[config.mk]
export PLATFORM = sky130hd
export DESIGN_NAME = serial_add_sched
export DESIGN_NICKNAME = d
export VERILOG_FILES = /design/src/rtl/serial_add_pkg.sv /design/src/rtl/full_adder.sv /design/src/rtl/serial_add_sched.sv
export SDC_FILE = /design/constraint.sdc
export NUM_CORES = 1
export LEC_CHECK = 0
export ABC_AREA = 1
export CAP_MARGIN = 20
export CORE_MARGIN = 5
export CORE_UTILIZATION = 45
export CTS_CLUSTER_DIAMETER = 30
export DETAILED_ROUTE_END_ITERATION = 16
export PLACE_DENSITY = 0.78
export SLEW_MARGIN = 25
export SYNTH_ARGS = -nofsm -noshare
export SYNTH_HDL_FRONTEND = slang
export SYNTH_SLANG_ARGS = --single-unit
[constraint.sdc]
create_clock -name clk -period 1.2 [get_ports clk]
set_input_delay 0.36 -clock clk [delete_from_list [all_inputs] [get_ports clk]]
set_output_delay 0.36 -clock clk [all_outputs]
set_load 0.02 [all_outputs]
[src/rtl/serial_add_pkg.sv]
// serial_add_pkg: shared state encodings and constants for the serial add scheduler
package serial_add_pkg;
  typedef enum logic [1:0] {ST_IDLE = 2'd0, ST_RUN = 2'd1, ST_DONE = 2'd2} state_t;
  localparam int NUM_REQ = 2;
  localparam logic LAST_ID_RST = 1'b1;
endpackage

[src/rtl/full_adder.sv]
// full_adder: one-bit full adder slice
module full_adder (
  input  logic a,
  input  logic b,
  input  logic cin,
  output logic s,
  output logic cout
);
  assign s = a ^ b ^ cin;
  assign cout = (a & b) | (cin & (a ^ b));
endmodule

[src/rtl/serial_add_sched.sv]
// serial_add_sched: round-robin two-requester bit-serial adder over one shared full_adder slice
module serial_add_sched
  import serial_add_pkg::*;
#(
  parameter int WIDTH = 8
) (
  input  logic               clk,
  input  logic               rst_n,
  input  logic [NUM_REQ-1:0] req_valid,
  output logic [NUM_REQ-1:0] req_ready,
  input  logic [WIDTH-1:0]   a0,
  input  logic [WIDTH-1:0]   b0,
  input  logic               cin0,
  input  logic [WIDTH-1:0]   a1,
  input  logic [WIDTH-1:0]   b1,
  input  logic               cin1,
  output logic               rsp_valid,
  input  logic               rsp_ready,
  output logic               rsp_id,
  output logic [WIDTH-1:0]   rsp_sum,
  output logic               rsp_cout,
  output logic               rsp_ovf,
  output logic               busy
);
  localparam int CW = $clog2(WIDTH);
  state_t state;
  logic last_id, grant, fa_s, fa_co, carry, c_msb_in;
  logic [WIDTH-1:0] a_sh, b_sh, sum_sh;
  logic [CW-1:0] cnt;
  assign grant = (&req_valid) ? ~last_id : req_valid[1];
  assign req_ready = (state == ST_IDLE) ? (req_valid & (grant ? 2'b10 : 2'b01)) : '0;
  assign rsp_valid = state == ST_DONE;
  assign busy = state != ST_IDLE;
  full_adder u_fa (.a(a_sh[0]), .b(b_sh[0]), .cin(carry), .s(fa_s), .cout(fa_co));
  // Result registers are loaded on the final RUN cycle so they survive the next operation's RUN phase.
  always_ff @(posedge clk or negedge rst_n) begin
    if (!rst_n) begin
      state    <= ST_IDLE;
      last_id  <= LAST_ID_RST;
      a_sh     <= '0;
      b_sh     <= '0;
      sum_sh   <= '0;
      carry    <= 1'b0;
      c_msb_in <= 1'b0;
      cnt      <= '0;
      rsp_id   <= 1'b0;
      rsp_sum  <= '0;
      rsp_cout <= 1'b0;
      rsp_ovf  <= 1'b0;
    end else if (state == ST_IDLE) begin
      if (|req_valid) begin
        state   <= ST_RUN;
        a_sh    <= grant ? a1 : a0;
        b_sh    <= grant ? b1 : b0;
        carry   <= grant ? cin1 : cin0;
        rsp_id  <= grant;
        last_id <= grant;
        cnt     <= '0;
      end
    end else if (state == ST_RUN) begin
      a_sh   <= a_sh >> 1;
      b_sh   <= b_sh >> 1;
      sum_sh <= {fa_s, sum_sh[WIDTH-1:1]};
      carry  <= fa_co;
      cnt    <= cnt + 1'b1;
      if (cnt == CW'(WIDTH - 2)) c_msb_in <= fa_co;
      if (cnt == CW'(WIDTH - 1)) begin
        state    <= ST_DONE;
        rsp_sum  <= {fa_s, sum_sh[WIDTH-1:1]};
        rsp_cout <= fa_co;
        rsp_ovf  <= c_msb_in ^ fa_co;
      end
    end else if (state == ST_DONE) begin
      if (rsp_ready) state <= ST_IDLE;
    end else begin
      state <= ST_IDLE;
    end
  end
endmodule
==> impl_metrics.json <==
{
  "grt_pass1_wl_um": 11210,
  "core-area_sq_mm": 0.005010,
  "finalPower_mw": 9.285,
  "ys_seq_area_frac": 0.4616,
  "finalInstanceArea_sq_mm": 0.003765,
  "boundaryPins": 54,
  "holdWs_ns": 0.01127,
  "first_iter_violations": 161,
  "layout_setup_ws_ns": -0.4179,
  "die_area_sq_mm": 0.006589,
  "finalHoldViolCount": 0,
  "io_buffers": 53,
  "end_kind": "primary output",
  "syn_nets": 306,
  "start_util": 0.4550,
  "drtPass1Iterations": 4,
  "min_period_over_period": 1.348,
  "gp_congestion": 0.7704,
  "fill_cells": 337,
  "crit_slowest_cell": "dfstp_2",
  "cts_root_buffer": "clkbuf_8",
  "yosysWarnings": 0,
  "dpl_worst_slack_ns": -0.9830,
  "viasPerCell": 5.188,
  "place_inst": 396,
  "start_kind": "flip-flop",
  "vdd_drop_max_mv": 1.443,
  "synth_area_sq_mm": 0.002280,
  "relSlewSlack": 0.7451,
  "cts.htree.levels": 2,
  "crit_top_cell": "nand2_4",
  "die_x_um": 81.18,
  "cts_tree": "yes",
  "cts_num_sinks": 42,
  "wire_per_inst_um": 16.36,
  "synth.avg_cell_area_sq_um": 8.668,
  "max_freq_ghz": 0.6181,
  "status": "finished, violations left",
  "violations": "setup timing",
  "die_y_um": 81.18,
  "n_antenna_cell": 0,
  "final_common_cell": "dfrtp_1",
  "antenna_found_initial": 0,
  "drtAntennaViolNets": 0,
  "finalMaxSlewViolations": 0,
  "skew_ns": 0.01064,
  "fin_cells": 432,
  "post_dp_cell_area_sq_mm": 0.003002,
  "wl_um": 7068,
  "mostFrequentLayoutCells": "dfrtp_1, clkdlybuf4s50_1, nand2_1",
  "finalSetupTns_ns": -8.152,
  "cap_violations": 0,
  "rsz0062_at_grt": "true",
  "groute.usage.overall": 0.2253,
  "synth_cell_type_count": 26,
  "crit_path_cell_trace": "nand2_4, nand2_4, nand2_4, nor2_4, buf_6",
  "row_count": 26,
  "clkLatencyLatePin_ns": 0.30,
  "hold_class": "in -> async",
  "synth-seq-cells": 42,
  "drive_gt1_frac": 0.4282,
  "nets": 404,
  "multiInputGateArea_sq_mm": 0.001328,
  "path_class": "reg -> out",
  "grt_overflow": 0,
  "synthCells": 263,
  "hold_buffers": 0,
  "grt_max_degree": 43,
  "crit_path_max_incr_delay_ns": 0.57,
  "cp_max_fo": 3,
  "crit_path_start": "last_id",
  "grt_pass1_vias": 2407,
  "remaining_drc_errors": 0,
  "min_period_ns": 1.618,
  "finalSetupViolations": 48,
  "tightest_slew_ns": 0.3810,
  "worstPathArrival_ns": 1.26,
  "r2r_start": "state[0]",
  "cp.required_ns": 0.84,
  "p_leak_nw": 1.726,
  "area_growth_pct": 65.15,
  "numCtsBuffers": 5,
  "fin_util": 0.7515,
  "route.vias.total": 2241,
  "clk_pin_slew_ns": 0.08,
  "regArea_sq_mm": 0.001052,
  "powerDensity_mw_per_mm2": 2466,
  "r2r_slack_ns": -0.29,
  "cts.path.max_buffers": 2,
  "dp_hpwl_um": 3726
}
==> registers in the layout, summed over array words and instances, names as in the netlist <==
name	flops
carry	1
c_msb_in	1
rsp_ovf	1
rsp_sum	8
sum_sh	7
b_sh	8
rsp_cout	1
state	2
cnt	3
a_sh	8
rsp_id	1
last_id	1
==> power by group <==
group          internal [mW]  switching (mW)  total [mW]
clock network          0.411           0.502       0.913
logic                   2.77            2.94        5.71
registers               2.09           0.579        2.66
==> synthesized netlist by cell type, drive strengths merged <==
master	number	area share
nand2	57	0.10
dfrtp	41	0.45
o21ai	36	0.084
inv	35	0.058
nor2	26	0.069
nand3	19	0.042
a21oi	15	0.049
nand3b	13	0.043
buf	12	0.055
ha	3	0.016
clkbuf	2	0.0033
dfstp	1	0.012
fa	1	0.0088
o31ai	1	0.0033
xnor2	1	0.0038
==> routing by layer <==
layer,GRT usage,up-vias,part of all wire
met5,0,-,0
met1,0.2484,1105,0.40
met3,0.05211,13,0.042
li1,-,1049,-
met2,0.4007,74,0.53
met4,0.1182,0,0.021
==> cell families (layout without fill, tap and decap cells) <==
group | Yosys count | after routing | share of synthesized area
xor gates and xnor gates | 1 | 1 | 0.003843
buffers and inverters | 49 | 144 | 0.1164
and+or+nand+nor | 115 | 119 | 0.2563
DFF | 42 | 42 | 0.4616
AOI/OAI and AO/OA | 52 | 52 | 0.1367
adders and majority gates | 4 | 4 | 0.02525
==> final timing paths <==
path	to	depth (start not counted)
max	req_ready[0]	5
min	a_sh[5]	2
max reg2reg	carry	8
min reg2reg	last_id	2
max in group asynchronous	last_id	2
min in group clk	last_id	2
==> repair_timing <==
action,4_1_cts,5_1_grt
resized for setup,146,49
pin swaps,5,9
endpoints found under the hold margin,0,0
gates cloned,4,2
setup endpoints to repair,57,57
buffers inserted,17,6
==> worst max-delay path, delay by kind of cell (launching register included) <==
family        cells  cell delay (ns)
buf+inv           1             0.12
flops             1             0.57
simple gates      4             0.27
==> area by class of cell <==
cell class	instances	area share
multi-input combinational	176	0.3526
timing repair buffer	101	0.2828
sequential	42	0.2795
inverter	35	0.03888
tap	70	0.02326
clock buffer	6	0.01928
clock inverter	2	0.003656
Note: power is estimated with default switching activity, not from simulation.
